**config.mk**
```make
export PLATFORM = sky130hd
export DESIGN_NAME = word_serializer
export DESIGN_NICKNAME = d
export VERILOG_FILES = /design/src/rtl/serial_pkg.sv /design/src/rtl/word_serializer.sv
export SDC_FILE = /design/constraint.sdc
export NUM_CORES = 1
export LEC_CHECK = 0
export ABC_AREA = 0
export CAP_MARGIN = 20
export CORE_MARGIN = 5
export CORE_UTILIZATION = 40
export CTS_BUF_LIST = sky130_fd_sc_hd__clkbuf_8
export DETAILED_ROUTE_END_ITERATION = 8
export PLACE_DENSITY = 0.75
export SLEW_MARGIN = 0
export SYNTH_ARGS = -nofsm -noshare
export SYNTH_HDL_FRONTEND = slang
export SYNTH_SLANG_ARGS = --single-unit
```
**constraint.sdc**
```tcl
create_clock -name clk -period 2.09 [get_ports clk]
set_input_delay 0.418 -clock clk [delete_from_list [all_inputs] [get_ports clk]]
set_output_delay 0.418 -clock clk [all_outputs]
set_load 0.02 [all_outputs]
```
**src/rtl/serial_pkg.sv**
```systemverilog
// serial_pkg
// Shared definitions for the serial pattern-detector path. The serializer
// and the detector bench both import this package, so the default word
// width and idle level stay in one place.
//
// Contents:
//   ser_state_t   - serializer state (IDLE: no word in flight, SHIFT: sending)
//   SER_WIDTH     - default word length in bits
//   SER_IDLE_BIT  - default level on the serial line between words
package serial_pkg;

    typedef enum logic {
        IDLE  = 1'b0,
        SHIFT = 1'b1
    } ser_state_t;

    localparam int   SER_WIDTH    = 8;
    localparam logic SER_IDLE_BIT = 1'b0;

endpackage

```
**src/rtl/word_serializer.sv**
```systemverilog
// word_serializer
// Parallel-to-serial front end feeding the count01 detector. A WIDTH-bit
// word is accepted through a valid/ready handshake and sent one bit per
// clock on x. Words accepted back to back stream with no idle bubble, so the
// detector sees one continuous bitstream across word boundaries.
//
// Parameters:
//   WIDTH      - word length in bits (2 or more)
//   MSB_FIRST  - 1: din[WIDTH-1] is sent first, 0: din[0] is sent first
//   IDLE_BIT   - level driven on x while no word is being sent
//
// Ports:
//   clk         in   single clock, rising edge
//   rst_n       in   asynchronous active-low reset
//   din         in   parallel word, sampled only on acceptance
//   din_valid   in   upstream presents a word on din
//   din_ready   out  a word can be accepted this cycle (combinational)
//   x           out  serial data bit (registered)
//   x_valid     out  x carries a real data bit (registered)
//   frame_done  out  one-cycle pulse alongside the last bit of a word
module word_serializer
    import serial_pkg::*;
#(
    parameter int   WIDTH     = SER_WIDTH,
    parameter bit   MSB_FIRST = 1'b1,
    parameter logic IDLE_BIT  = SER_IDLE_BIT
) (
    input  logic             clk,
    input  logic             rst_n,
    input  logic [WIDTH-1:0] din,
    input  logic             din_valid,
    output logic             din_ready,
    output logic             x,
    output logic             x_valid,
    output logic             frame_done
);

    localparam int CNT_W = (WIDTH > 1) ? $clog2(WIDTH) : 1;
    localparam logic [CNT_W-1:0] LAST_IDX = CNT_W'(WIDTH - 1);

    localparam logic [0:0] ST_IDLE  = 1'(IDLE);
    localparam logic [0:0] ST_SHIFT = 1'(SHIFT);

    logic [0:0]       state;
    logic [CNT_W-1:0] cnt;
    logic [WIDTH-1:0] shreg;

    logic             at_last;
    logic             accept;
    logic [CNT_W-1:0] cnt_next;

    logic             load_bit;
    logic [WIDTH-1:0] load_rest;
    logic             head_bit;
    logic [WIDTH-1:0] shreg_shifted;

    // cnt is the index of the bit currently on x, so the word is finished
    // when it reaches WIDTH-1. This equality is the only terminal test, which
    // keeps non-power-of-two widths from ever running past the last bit.
    assign at_last  = (cnt == LAST_IDX);
    assign cnt_next = cnt + CNT_W'(1);

    // Ready in IDLE, and also while the last bit of the current word is on
    // x so the next word can be loaded without a gap.
    assign din_ready = (state == ST_IDLE) || ((state == ST_SHIFT) && at_last);
    assign accept    = din_valid && din_ready;

    // The first bit of a word goes straight into x when the word is loaded,
    // so shreg only ever holds the bits still waiting to be sent, already
    // positioned so the next one sits at the output end of the register.
    generate
        if (MSB_FIRST) begin : g_msb_first
            assign load_bit      = din[WIDTH-1];
            assign load_rest     = {din[WIDTH-2:0], 1'b0};
            assign head_bit      = shreg[WIDTH-1];
            assign shreg_shifted = {shreg[WIDTH-2:0], 1'b0};
        end else begin : g_lsb_first
            assign load_bit      = din[0];
            assign load_rest     = {1'b0, din[WIDTH-1:1]};
            assign head_bit      = shreg[0];
            assign shreg_shifted = {1'b0, shreg[WIDTH-1:1]};
        end
    endgenerate

    // Single state/datapath process. Acceptance takes priority, which covers
    // both a fresh word from IDLE and a gapless reload on the last bit. A
    // word that is mid-shift just advances. Anything else (IDLE without a
    // word, or the last bit without a successor) parks the line at IDLE_BIT.
    // Reset discards any partially sent word; it is never resumed.
    always_ff @(posedge clk or negedge rst_n) begin
        if (!rst_n) begin
            state      <= ST_IDLE;
            cnt        <= '0;
            shreg      <= '0;
            x          <= IDLE_BIT;
            x_valid    <= 1'b0;
            frame_done <= 1'b0;
        end else if (accept) begin
            state      <= ST_SHIFT;
            cnt        <= '0;
            shreg      <= load_rest;
            x          <= load_bit;
            x_valid    <= 1'b1;
            frame_done <= 1'b0;
        end else if ((state == ST_SHIFT) && !at_last) begin
            cnt        <= cnt_next;
            shreg      <= shreg_shifted;
            x          <= head_bit;
            x_valid    <= 1'b1;
            frame_done <= (cnt_next == LAST_IDX);
        end else begin
            state      <= ST_IDLE;
            cnt        <= '0;
            x          <= IDLE_BIT;
            x_valid    <= 1'b0;
            frame_done <= 1'b0;
        end
    end

endmodule

```
Yosys cells after proc, flatten, opt, wreduce, memory -nomap -nowiden
Index checks and enable logic that the tools add are counted.
{"block": "word_totals", "reg_bits": 15, "in_bits": 11, "output_inout_bits": 4, "wordCells": 29}
{"block": "classes", "n_addsub": 1, "n_eq_ne": 3, "n_mux": 12, "bitwise": 1, "reduce_logical": 6}
{"op": "two-way mux 8 bit", "count": 2}
{"op": "two-way mux 1 bit", "count": 8}
{"op": "equality test 3 bit (second input constant)", "count": 2}
{"op": "two-way mux 3 bit", "count": 2}
{"op": "adder 3 x 1 -> 3 bit (second input constant)", "count": 1}
{"op": "logical AND 1 bit", "count": 3}
{"op": "!= test 2 bit (second input constant)", "count": 1}
{"op": "nonzero test 2 bit", "count": 1}
{"op": "logical NOT 1 bit", "count": 1}
{"op": "logical OR 1 bit", "count": 1}
{"op": "inverter 1 bit", "count": 1}

Depth between registers and ports, before layout
{"block": "logic_depth", "depth_word": 5, "depth_mapped": 6}

Worst setup path before layout
Ideal clock, no wire load.
{"block": "synth_path", "kind": "register to output", "startpoint": "register cnt[0]", "endpoint": "output port din_ready", "arrival_time_ps": 1112, "t_required_ps": 1672, "path_slack_ps": 560, "stages_incl_launch_ff": 6, "n_path_buf": 1, "cell_sequence": "dfrtp_1 -> ha_1 -> ha_1 -> nor2b_4 -> inv_2 -> buf_6"}
{"block": "synth_between", "elab_chain_cells": 3}
{"item": "start: declaration", "line": "word_serializer.sv:45", "rtl": "logic [CNT_W-1:0] cnt;"}
{"item": "start signal: assignment", "line": "word_serializer.sv:106", "rtl": "cnt <= cnt_next;"}
{"item": "equality test 3 bit", "line": "word_serializer.sv:60", "rtl": "assign at_last = (cnt == LAST_IDX);"}
{"item": "logical AND 1 bit", "line": "word_serializer.sv:65", "rtl": "assign din_ready = (state == ST_IDLE) || ((state == ST_SHIFT) && at_last);"}
{"item": "logical OR 1 bit", "line": "word_serializer.sv:65"}
{"item": "end: declaration", "line": "word_serializer.sv:32", "rtl": "output logic din_ready,"}
No other way between the ends.

Final worst setup path
Ends and elaborated chain as after synthesis.

==> summary.md <==
| Metric | Value |
|---|---|
| Status | `completed` |
| Netlist Area Pre-Place | `674 um2` |
| Root Driver | `clkbuf_8` |
| CP Data Arrival Time | `between 1.5 and 2 ns` |
| Min-delay worst type | `reg -> reg` |
| Dpl cell area | `827 um2` |
| Drt first pass iters | `1` |
| Layout Skew | `0.00216 ns` |
| Core footprint | `~1600 um2` |
| Vias per cell | `5.03` |
| DRC Markers | `0` |
| Total negative setup slack | `0 ns` |
| RSZ-0062 raised after global routing | `false` |
| Syn nets | `between 50 and 60` |
| Yosys reg bits | `14` |
| Largest area contributor in the netlist | `dfrtp_1` |
| Width of the die | `51.1 um` |
| VDD IR max | `~0.0007 V` |
| Register area share after synthesis | `0.519` |
| Synth Instances | `45` |
| Total CTS buffers | `3` |
| Final Cell Area | `approximately 870 um2` |
| Vias in the first global route | `405` |
| Syn_area_per_cell | `15.0 um2` |
| Antenna fix cells | `0` |
| Crit path capture type | `output pin` |
| Pwr Density | `1220 nW/um2` |
| RD Place Congestion | `0.702` |
| CTS tree | `done` |
| Routed Antenna Nets | `0` |
| Synth Warn # | `0` |
| First DRT Iteration DRCs | `0` |
| Netlist cell types | `15` |
| Setup violators final | `0` |
| Pleak | `0.430 nW` |
| Row count | `14` |
| CTS Buffer Depth | `2` |
| Layout cell share with drive strength beyond 1 | `0.306` |
| Initial Util | `0.433` |
| Max-slew headroom | `0.583` |
| WS Path Type | `reg -> out` |
| Worst Tran Pin Value | `0.624 ns` |
| Die span in y | `51.1 um` |
| CTS Sinks | `14` |
| Final slew viol count | `0` |
| Fmax | `0.501 GHz` |
| Initial antenna violation count | `0` |
| Reg clk slew, reported paths | `0.05 ns` |
| Synth top area share | `0.519` |
| Clk Latency, worst-skew pair | `0.24 ns` |
| DR vias | `392` |
| Hold-fix buffers, CTS | `0` |
| First-pass GRT wire length | `1770 um` |
| Nets | `78` |
| Total track usage | `0.101` |
| WP data required | `1.67 ns` |
| Port Buffer Count | `14` |
| Final hold violations | `0` |
| Max-cap viol count | `0` |
| Final Power | `approximately 1.1 mW` |
| Post-Route WL | `1130 um` |
| H-Tree Level Count | `1` |
| WL/cell | `approximately 15 um` |
| Global route overflow | `0` |
| Crit path launch type | `flip-flop` |
| Pin count of the biggest net entering global routing | `15` |
| Area contributors post-synth | `dfrtp_1, mux2_4, ha_1` |
| Number of fill cells | `135` |
| Die area | `2610 um2` |
| Area growth from synthesis to layout | `28.6%` |
| IO Pins | `15` |
| Final min period | `roughly 2.0 ns` |
| Dpl hpwl | `880 um` |
| Crit Path Max Fanout | `5` |
| Final period util | `0.955` |
==> through the flow <==
step	hold WS (ns)	setup slack (ns)	utilization	cells
finish	0.459	0.0934	0.556	78
floorplan	0.122	0.560	-	45
detailed placement	0.459	0.112	0.530	75
CTS	0.465	0.0721	0.556	78
global route	0.487	0.0178	0.556	78
global placement	0.442	0.170	0.530	75
==> synth_stat cells <==
library cell / n
dfrtp_1: 14
mux2_4: 12
ha_1: 3
nor2_1: 3
buf_6: 2
nand2b_1: 2
and2_1: 1
and3_1: 1
inv_1: 1
inv_2: 1
mux2i_1: 1
nand2_1: 1
nand3b_1: 1
nor2b_4: 1
o21ai_0: 1
==> cells in the final DEF (no fill, tap or decap), drive strengths merged <==
cell / n
dfrtp: 14
nand2: 1
mux2i: 1
inv: 2
and2: 1
o21ai: 1
mux2: 12
nand3b: 1
and3: 1
clkdlybuf4s50: 13
clkbuf: 3
nor2b: 1
nand2b: 2
dlygate4sd2: 1
ha: 3
nor2: 3
buf: 2
==> cells by family (layout without fill, tap and decap cells) <==
family	count (synthesis)	in the layout	share of synthesized area
buffers and inverters	4	21	0.0445
flip-flops	14	14	0.519
AO/OA/AOI/OAI	1	1	0.00741
multiplexers	13	13	0.282
AND/OR/NAND/NOR	10	10	0.0909
adder cells (fa/ha/maj)	3	3	0.0557
==> routing by layer <==
metal / track usage / routed length [um]
met4: 0.121 / 57
met5: 0 / 0
met2: 0.150 / 516
met1: 0.114 / 506
met3: 0.0174 / 53
==> power by group <==
group / internal [mW] / switching [mW]
Combinational: 0.253 / 0.181
Sequential: 0.372 / 0.0467
Clock: 0.127 / 0.0815
==> repair_timing <==
action / CTS / global route
resized for setup: 1 / 0
setup endpoints to repair: 1 / 0
setup buffers: 0 / 0
==> sequential cells by signal (all words and copies together), names as in the netlist <==
| register | cells |
|---|---|
| state | 1 |
| frame_done | 1 |
| x_valid | 1 |
| x | 1 |
| shreg | 7 |
| cnt | 3 |
==> worst paths after layout <==
check / endpoint / startpoint / cells after the start / slack, ns
setup / recovery: din_ready / cnt[0]$_DFF_PN0_ / 5 / 0.09
hold / removal: cnt[0]$_DFF_PN0_ / cnt[0]$_DFF_PN0_ / 1 / 0.46
setup reg to reg: shreg[7]$_DFFE_PN0P_ / cnt[0]$_DFF_PN0_ / 6 / 0.46
hold reg to reg: cnt[0]$_DFF_PN0_ / cnt[0]$_DFF_PN0_ / 1 / 0.46
max in group asynchronous: cnt[1]$_DFF_PN0_ / rst_n / 1 / 1.12
min in group asynchronous: state$_DFFE_PN0P_ / rst_n / 1 / 0.57
==> cell type report <==
class / instances / area (um2) / area share
Timing Repair Buffer: 16 / 154 / 0.177
Sequential cell: 14 / 350 / 0.404
Tap cell: 16 / 20.0 / 0.0231
Inverter: 2 / 7.51 / 0.00866
Multi-Input combinational cell: 27 / 294 / 0.339
Clock buffer: 3 / 41.3 / 0.0476
==> worst max-delay path, cell delays in order, from the launching register on <==
cell	delay [ns]
dfrtp_1	0.39
ha_1	0.21
ha_1	0.22
nor2b_4	0.16
inv_2	0.05
dlygate4sd2_1	0.31
(Power assumes the default switching activity.)
